## src/rtl/dsp_feeder.sv

```systemverilog
// rtl/dsp_feeder.sv - frame writer/reader between a valid/ready stream and the dsp shift-register stub
// Optional DSP_FEEDER_LAST_EN adds m_last, flagging the final word of each frame.
module dsp_feeder #(
  parameter int BUS_WIDTH   = 24,
  parameter int FRAME_WORDS = 2,
  parameter int PARAM_W     = 8
) (
  input  logic                 clk,
  input  logic                 rstn,
  input  logic                 en,
  input  logic [BUS_WIDTH-1:0] s_data,
  input  logic                 s_valid,
  output logic                 s_ready,
  output logic [BUS_WIDTH-1:0] dsp_din,
  output logic                 dsp_we,
  output logic [PARAM_W-1:0]   dsp_param,
  input  logic [BUS_WIDTH-1:0] dsp_dout,
  output logic [BUS_WIDTH-1:0] m_data,
  output logic                 m_valid,
`ifdef DSP_FEEDER_LAST_EN
  output logic                 m_last,
`endif
  input  logic                 m_ready,
  output logic                 busy
);

  localparam int CW = PARAM_W + 1;
  localparam logic [CW-1:0] FW_M1 = CW'(FRAME_WORDS - 1);

  typedef enum logic [2:0] {
    IDLE  = 3'd0,
    LOAD  = 3'd1,
    ISSUE = 3'd2,
    WAIT1 = 3'd3,
    WAIT2 = 3'd4,
    OUT   = 3'd5
  } state_t;

  state_t               state_q, state_d;
  logic                 s_ready_q, s_ready_d;
  logic [BUS_WIDTH-1:0] dsp_din_q, dsp_din_d;
  logic                 dsp_we_q, dsp_we_d;
  logic [PARAM_W-1:0]   dsp_param_q, dsp_param_d;
  logic [BUS_WIDTH-1:0] m_data_q, m_data_d;
  logic                 m_valid_q, m_valid_d;
  logic                 busy_q, busy_d;
  logic [CW-1:0]        wcnt_q, wcnt_d;
  logic [CW-1:0]        rcnt_q, rcnt_d;
`ifdef DSP_FEEDER_LAST_EN
  logic                 m_last_q, m_last_d;
`endif

  always_comb begin
    state_d     = state_q;
    s_ready_d   = s_ready_q;
    dsp_din_d   = dsp_din_q;
    dsp_we_d    = 1'b0;
    dsp_param_d = dsp_param_q;
    m_data_d    = m_data_q;
    m_valid_d   = m_valid_q;
    wcnt_d      = wcnt_q;
    rcnt_d      = rcnt_q;
`ifdef DSP_FEEDER_LAST_EN
    m_last_d    = m_last_q;
`endif
    if (en) begin
      unique case (state_q)
        IDLE: begin
          state_d   = LOAD;
          s_ready_d = 1'b1;
        end
        LOAD: begin
          if (s_valid && s_ready_q) begin
            dsp_din_d = s_data;
            dsp_we_d  = 1'b1;
            if (wcnt_q == FW_M1) begin
              wcnt_d    = '0;
              s_ready_d = 1'b0;
              state_d   = ISSUE;
            end else begin
              wcnt_d = wcnt_q + 1'b1;
            end
          end
        end
        ISSUE: begin
          // Index 0 is the newest word, so count down to read oldest first.
          dsp_param_d = PARAM_W'(FW_M1 - rcnt_q);
          state_d     = WAIT1;
        end
        WAIT1: state_d = WAIT2;
        WAIT2: begin
          m_data_d  = dsp_dout;
          m_valid_d = 1'b1;
`ifdef DSP_FEEDER_LAST_EN
          m_last_d  = (rcnt_q == FW_M1);
`endif
          state_d   = OUT;
        end
        OUT: begin
          if (m_valid_q && m_ready) begin
            m_valid_d = 1'b0;
`ifdef DSP_FEEDER_LAST_EN
            m_last_d  = 1'b0;
`endif
            if (rcnt_q == FW_M1) begin
              rcnt_d  = '0;
              state_d = IDLE;
            end else begin
              rcnt_d  = rcnt_q + 1'b1;
              state_d = ISSUE;
            end
          end
        end
        default: state_d = IDLE;
      endcase
    end
    busy_d = (state_d != IDLE);
  end

  always_ff @(posedge clk or negedge rstn) begin
    if (!rstn) begin
      state_q     <= IDLE;
      s_ready_q   <= 1'b0;
      dsp_din_q   <= '0;
      dsp_we_q    <= 1'b0;
      dsp_param_q <= '0;
      m_data_q    <= '0;
      m_valid_q   <= 1'b0;
      busy_q      <= 1'b0;
      wcnt_q      <= '0;
      rcnt_q      <= '0;
`ifdef DSP_FEEDER_LAST_EN
      m_last_q    <= 1'b0;
`endif
    end else begin
      state_q     <= state_d;
      s_ready_q   <= s_ready_d;
      dsp_din_q   <= dsp_din_d;
      dsp_we_q    <= dsp_we_d;
      dsp_param_q <= dsp_param_d;
      m_data_q    <= m_data_d;
      m_valid_q   <= m_valid_d;
      busy_q      <= busy_d;
      wcnt_q      <= wcnt_d;
      rcnt_q      <= rcnt_d;
`ifdef DSP_FEEDER_LAST_EN
      m_last_q    <= m_last_d;
`endif
    end
  end

  assign s_ready   = s_ready_q;
  assign dsp_din   = dsp_din_q;
  assign dsp_we    = dsp_we_q;
  assign dsp_param = dsp_param_q;
  assign m_data    = m_data_q;
  assign m_valid   = m_valid_q;
  assign busy      = busy_q;
`ifdef DSP_FEEDER_LAST_EN
  assign m_last    = m_last_q;
`endif

endmodule

```

## config.mk

```make
export PLATFORM = sky130hd
export DESIGN_NAME = dsp_feeder
export DESIGN_NICKNAME = d
export VERILOG_FILES = /design/src/rtl/dsp_feeder.sv
export SDC_FILE = /design/constraint.sdc
export NUM_CORES = 1
export LEC_CHECK = 0
export CORE_UTILIZATION = 46
export CTS_CLUSTER_DIAMETER = 100
export DETAILED_ROUTE_END_ITERATION = 16
export PLACE_DENSITY = 0.91
export RECOVER_POWER = 50
export SLEW_MARGIN = 20
export SYNTH_ARGS = -nofsm -noshare
export SYNTH_HDL_FRONTEND = slang
export SYNTH_SLANG_ARGS = --single-unit
```

## constraint.sdc

```tcl
create_clock -name clk -period 2.6 [get_ports clk]
set_clock_uncertainty 0.2 [all_clocks]
set_input_delay 0.26 -clock clk [delete_from_list [all_inputs] [get_ports clk]]
set_output_delay 0.26 -clock clk [all_outputs]
set_load 0.05 [all_outputs]
```

==> impl_metrics.env, run 1 <==
export IMPL_status="finished, final reports clean"
export IMPL_dr_first_iter_drc_count=63
export IMPL_die_y_microns=88.65
export IMPL_async_flop_share=1.000
export IMPL_antenna_found_initial=0
export IMPL_die_w_microns=88.65
export IMPL_maxClockFrequency_mhz=433.5
export IMPL_reg2reg_from="rcnt_q[1]"
export IMPL_worstSetupStartpointType="flop"
export IMPL_wire_per_inst_microns=14.72
export IMPL_hold_class="reg2reg"
export IMPL_n_antenna_cell=0
export IMPL_drc=0
export IMPL_gr_total_overflow=0
export IMPL_crit_family="simple AND/OR/NAND/NOR gates"
export IMPL_cts_sinks=81
export IMPL_vias_per_cell=5.052
export IMPL_cp_required_ns=2.62
export IMPL_cts_resized=0
export IMPL_synthCells=260
export IMPL_cp_max_fo=5
export IMPL_critPathArrivalTime_ns=2.32
export IMPL_drv_cap=0
export IMPL_seq_area_frac_synth=0.5870
export IMPL_rsz0062_at_grt="no"
export IMPL_period_minus_slack_ns=2.307
export IMPL_hold_depth=2
export IMPL_power_leakage_uw=0.002069
export IMPL_synth_edf_count=0
export IMPL_slowest_stage="nor4b_1"
export IMPL_max_slew_margin_rel=0.2889
export IMPL_r2r_end="busy"
export IMPL_final_util=0.6714
export IMPL_tightest_slew_ns=1.067
export IMPL_clkTransAtPathRegs_ns=0.08
export IMPL_hpwl_microns=5042
export IMPL_min_to="dsp_param[7]"
export IMPL_ys_flop_type="dfrtp_1"
export IMPL_synth_distinct_cells=44
export IMPL_ios=113
export IMPL_ctsLongestPathBuffers=2
export IMPL_wl_microns=7035
export IMPL_synth_area_sq_mm=0.003453
export IMPL_area_delta_synth_final_pct=41.01
export IMPL_grt_max_degree=82
export IMPL_hold_viol=0
export IMPL_crit_type="reg2reg"
export IMPL_fp_row_count=31
export IMPL_place_congestion=0.7801
export IMPL_peakVddDrop_mv=0.7552
export IMPL_first_pass_iters=4
export IMPL_fin_tns_setup_ns=0
export IMPL_port_buffers=112
export IMPL_syn_num_nets=319
export IMPL_cp_cell_sequence="inv_1 -> ha_1 -> nor4b_1 -> a211o_1 -> a31oi_1 -> or3_1"
export IMPL_htree_num_levels=3
export IMPL_cts_buffers=9
export IMPL_fp_dieArea_sq_mm=0.007858
export IMPL_core_sq_mm=0.007253
export IMPL_hp_start="dsp_param[7]"
export IMPL_critPathBufInv=1
export IMPL_endpoint_kind="flop"
export IMPL_start_util=0.4761
export IMPL_vias=2415
export IMPL_ys_ff_latch=81
export IMPL_fin_nets=434
export IMPL_reg2reg_depth=6
export IMPL_setup_violations=0
export IMPL_ant_nets=0
export IMPL_p_per_area_mw_per_mm2=1367
export IMPL_grtUsageTotal=0.1930
export IMPL_synth_warnings=0
export IMPL_grt_pass1_vias=2477
export IMPL_drive_gt1_frac=0.1847
export IMPL_avgSynthCellArea_sq_um=13.28
export IMPL_post_route_period_util=0.8873
export IMPL_clkLatencyLatePin_ns=0.33
export IMPL_max_stage_delay_ns=0.53
export IMPL_maxSlewViolCount=0
export IMPL_cts_root_buffer="clkbuf_8"
export IMPL_num_fill_cells=540
export IMPL_regToRegSetupSlack_ns=0.29
export IMPL_grt_pass1_wl_microns=11420
export IMPL_cts_tree="built"
==> area by class of cell <==
cell class                      instances  area [sq um]  share of cell area
Multi-Input combinational cell        162          1325              0.2721
Sequential cell                        81          2027              0.4162
Timing Repair Buffer                  116          1157              0.2377
Inverter                                5         18.77            0.003854
Tap cell                               99         123.9             0.02544
Clock buffer                           10         137.6             0.02826
Clock inverter                          5         80.08             0.01644
==> layout by cell type, fill, tap and decap left out, drive strengths merged, types with 6 or more instances in the layout <==
cell           synthesis  layout
clkdlybuf4s50          0     110
dfrtp                 81      81
ha                     6       6
nand2                 22      22
mux2                  49      49
clkbuf                 3      13
xnor2                 11      11
o21ai                 12      12
nand4                  8       8
==> how the worst max path moves through the flow <==
stage / slack [ns] / cells after the start / end / start
3_3_place_gp: 0.41 / 5 / dsp_din[16] / en
4_1_cts: 0.42 / 6 / s_ready / wcnt_q[1]
5_1_grt: 0.16 / 5 / m_data[16] / en
3_5_place_dp: 0.32 / 5 / dsp_din[2] / en
2_1_floorplan: 0.64 / 5 / dsp_din[0] / s_ready
6_report: 0.29 / 6 / busy / rcnt_q[1]
==> routing by layer <==
layer | GRT usage | part of all wire | vias up
met3 | 0.04571 | 0.056 | 11
met2 | 0.3322 | 0.50 | 73
met1 | 0.2256 | 0.42 | 1183
met5 | 0 | 0 | -
met4 | 0.09824 | 0.018 | 0
li1 | - | - | 1148
==> Yosys cell counts (2+ instances only) <==
library cell | number | share of area
dfrtp_1 | 81 | 0.59
mux2_2 | 48 | 0.16
nand2_1 | 22 | 0.024
o21ai_0 | 12 | 0.017
xnor2_1 | 11 | 0.028
nand4_1 | 8 | 0.014
ha_1 | 6 | 0.022
a31oi_1 | 5 | 0.0091
and2_1 | 5 | 0.0091
inv_1 | 5 | 0.0054
xor2_1 | 5 | 0.013
buf_2 | 4 | 0.0058
nor2_1 | 4 | 0.0043
and3_1 | 3 | 0.0054
buf_4 | 3 | 0.0065
clkbuf_1 | 3 | 0.0033
a21oi_1 | 2 | 0.0029
and4b_1 | 2 | 0.0058
buf_6 | 2 | 0.0065
nor2b_1 | 2 | 0.0036
nor4b_1 | 2 | 0.0051
o22ai_1 | 2 | 0.0036
or3_1 | 2 | 0.0036
==> report_power, final <==
| group | internal, uW | switching (uW) | total [uW] |
|---|---|---|---|
| logic | 1330 | 2200 | 3530 |
| clock network | 560 | 426 | 986 |
| registers | 1780 | 364 | 2140 |
| total | 3670 | 2990 | 6660 |
==> flip-flops by register name, indices dropped and copies added (netlist names) <==
name and count:
dsp_din 24, m_data 24, rcnt_q 9, wcnt_q 9, dsp_param 8, state_q 3, busy 1, dsp_we 1
m_valid 1, s_ready 1
==> stage by stage <==
stage	std cells	setup WS (ns)	hold WS, ns	power [uW]	area, sq um
after CTS	478	0.4156	0.2914	6741	4895
after floorplan	260	0.6401	-0.2356	4498	3453
after detailed placement	462	0.3207	0.2744	5733	4667
final	478	0.2931	0.2876	6658	4870
after global placement	462	0.4077	0.2628	5639	4667
after global routing	478	0.1564	0.3094	6997	4870
==> timing repair <==
action | CTS | global route
hold buffers | 1 | 0
endpoints found under the hold margin | 81 | 0
setup buffers | 0 | 0
==> cells by family (layout without fill, tap and decap cells) <==
logic type | Yosys count | after routing | share of synthesized area
adders and majority gates | 6 | 6 | 0.02174
buffers and inverters | 17 | 136 | 0.02754
muxes | 50 | 50 | 0.1627
xor gates and xnor gates | 16 | 16 | 0.04058
and+or+nand+nor | 61 | 61 | 0.1080
DFF | 81 | 81 | 0.5870
AOI/OAI and AO/OA | 29 | 29 | 0.05254
==> worst min-delay path, cell delays in order, from the launching register on <==
cell and delay (ns):
dfrtp_1 0.35, nand2_1 0.05, o21ai_0 0.06
Note: power is estimated with default switching activity, not from simulation.
==> inputs of run 2 (changes only) <==
- SKIP_CTS_REPAIR_TIMING: not set -> 1
==> results of run 2 <==
No change in the layout: final DEF, timing and power equal those of run 1.
Main changes from that run: wire length of the first global-routing pass 11420 microns -> 11390 microns; via count of the first global-routing pass 2477 -> 2465; overall routing resource usage 0.1930 -> 0.1926; met2 usage 0.3322 -> 0.3308
==> inputs of run 3 (changes only) <==
- CORE_UTILIZATION: 46 -> 30
- PLACE_DENSITY: 0.91 -> 0.67
==> run 3 against run 2 <==
First-iteration DRC count up 100%. Wire length up 0.18%. Maximum frequency up 4.0%. Register-to-register slack better by 0.14 ns. Sequential power about the same. Via count down 0.25%. Cell area up 3.6%. Worst hold slack worse by 0.0066 ns. Combinational power about the same. Largest cell class unchanged. Sequential cell count unchanged.
==> impl_metrics.env, run 3 (same netlist as run 1, synthesis figures left out) <==
export IMPL_wire_per_inst_microns=13.48
export IMPL_drv_cap=0
export IMPL_fp_row_count=38
export IMPL_htree_num_levels=3
export IMPL_max_slew_margin_rel=0.4355
export IMPL_area_delta_synth_final_pct=46.16
export IMPL_wl_met3_microns=642
export IMPL_fp_dieArea_sq_mm=0.01194
export IMPL_period_minus_slack_ns=2.219
export IMPL_hpwl_microns=5179
export IMPL_rsz0062_at_grt="no"
export IMPL_setup_violations=0
export IMPL_dr_wl_met2_microns=3148
export IMPL_grtUsageTotal=0.1262
export IMPL_crit_type="in2reg"
export IMPL_fin_tns_setup_ns=0
export IMPL_port_buffers=112
export IMPL_cts_buffers=9
export IMPL_ios=113
export IMPL_grt_pass1_vias=2482
export IMPL_first_pass_iters=4
export IMPL_hold_class="reg2reg"
export IMPL_drive_gt1_frac=0.1880
export IMPL_core_sq_mm=0.01103
export IMPL_die_w_microns=109.3
export IMPL_cp_max_fo=10
export IMPL_fin_nets=437
export IMPL_maxClockFrequency_mhz=450.8
export IMPL_status="finished, final reports clean"
export IMPL_start_util=0.3131
export IMPL_wl_microns=7048
export IMPL_critPathArrivalTime_ns=2.23
export IMPL_p_total_uw=7012
export IMPL_maxSlewViolCount=0
export IMPL_layout_commonest_cell="clkdlybuf4s50_1"
export IMPL_place_congestion=0.7446
export IMPL_dr_first_iter_drc_count=129
export IMPL_vias_per_cell=4.606
export IMPL_maxUsedRoutingLayer="met4"
export IMPL_cts_root_buffer="clkbuf_16"
export IMPL_p_per_area_mw_per_mm2=1389
export IMPL_wl_met1_microns=3178
export IMPL_ctsLongestPathBuffers=2
export IMPL_die_y_microns=109.3
export IMPL_final_cell_mix="clkdlybuf4s50_1 (110), dfrtp_1 (81), mux2_2 (48), nand2_1 (22), o21ai_0 (12)"
export IMPL_endpoint_kind="flop"
export IMPL_grt_max_degree=36
export IMPL_hold_viol=0
export IMPL_post_route_period_util=0.8533
export IMPL_gr_total_overflow=0
export IMPL_cts_tree="built"
export IMPL_power_leakage_uw=0.002138
export IMPL_grt_pass1_wl_microns=11520
export IMPL_peakVddDrop_mv=0.6083
export IMPL_clkLatencyLatePin_ns=0.33
export IMPL_cp_required_ns=2.61
export IMPL_n_antenna_cell=0
export IMPL_clkTransAtPathRegs_ns=0.06
export IMPL_drc=0
export IMPL_vias=2409
export IMPL_worstSetupStartpointType="input port"
export IMPL_ant_nets=0
export IMPL_tightest_slew_ns=0.8467
export IMPL_antenna_found_initial=0
export IMPL_cts_sinks=81
[run 3: changes by cell type in the layout (fill, tap and decap cells not counted), sizes merged]
cell | previous run | this run
buf | 1 | 3
bufinv | 2 | 1
clkinvlp | 2 | 0
clkbuf | 13 | 19
clkinv | 1 | 0
[run 3: layer usage]
layer / vias up / global-route usage
li1: 1164 / -
met1: 1147 / 0.1578
met2: 92 / 0.1981
met3: 6 / 0.04505
met4: 0 / 0.05143
met5: - / 0
[run 3: area by class of cell]
class                   instances  area, sq um
multi-input cells             162         1325
clock buffers                  15        297.8
well taps                     140        175.2
flip-flops and latches         81         2027
fillers                       993         5983
inverters                       5        18.77
clock inverters                 1        30.03
repair buffers                119         1174
[run 3: critical path: stages]
cell and delay (ns):
dlygate4sd3_1 0.65, and2_0 0.24, nor3b_4 0.21, clkbuf_1 0.46, mux2_2 0.40
[run 3: final timing paths]
kind                            cells after the start         start  slack (ns)            to
worst max-delay path                                5            en        0.38    m_data[15]
max in group asynchronous                           3          rstn        0.58   dsp_din[21]
min in group asynchronous                           2          rstn        0.37     m_data[8]
worst min-delay path                                2  dsp_param[6]        0.28  dsp_param[6]
worst min register to register                      2  dsp_param[6]        0.28  dsp_param[6]
worst max register to register                      6     rcnt_q[1]        0.43          busy
[run 3: metrics by stage]
step | utilization | hold WS, ns | worst slack [ns] | area (sq um) | instances
floorplan | - | -0.2356 | 0.6401 | 3453 | 260
global placement | 0.4298 | 0.03769 | 0.3648 | 4741 | 506
detailed placement | 0.4298 | 0.05445 | 0.3138 | 4741 | 506
CTS | 0.4595 | -0.3029 | 0.4776 | 5069 | 522
global route | 0.4576 | 0.3021 | 0.2368 | 5047 | 523
finish | 0.4576 | 0.2810 | 0.3815 | 5047 | 523
[run 3: report_power, final]
group          leakage (uW)  switching (uW)  internal [uW]
sequential          0.00100             352           1780
clock              0.000162             472            875
combinational      0.000974            2200           1330
total               0.00214            3020           3990
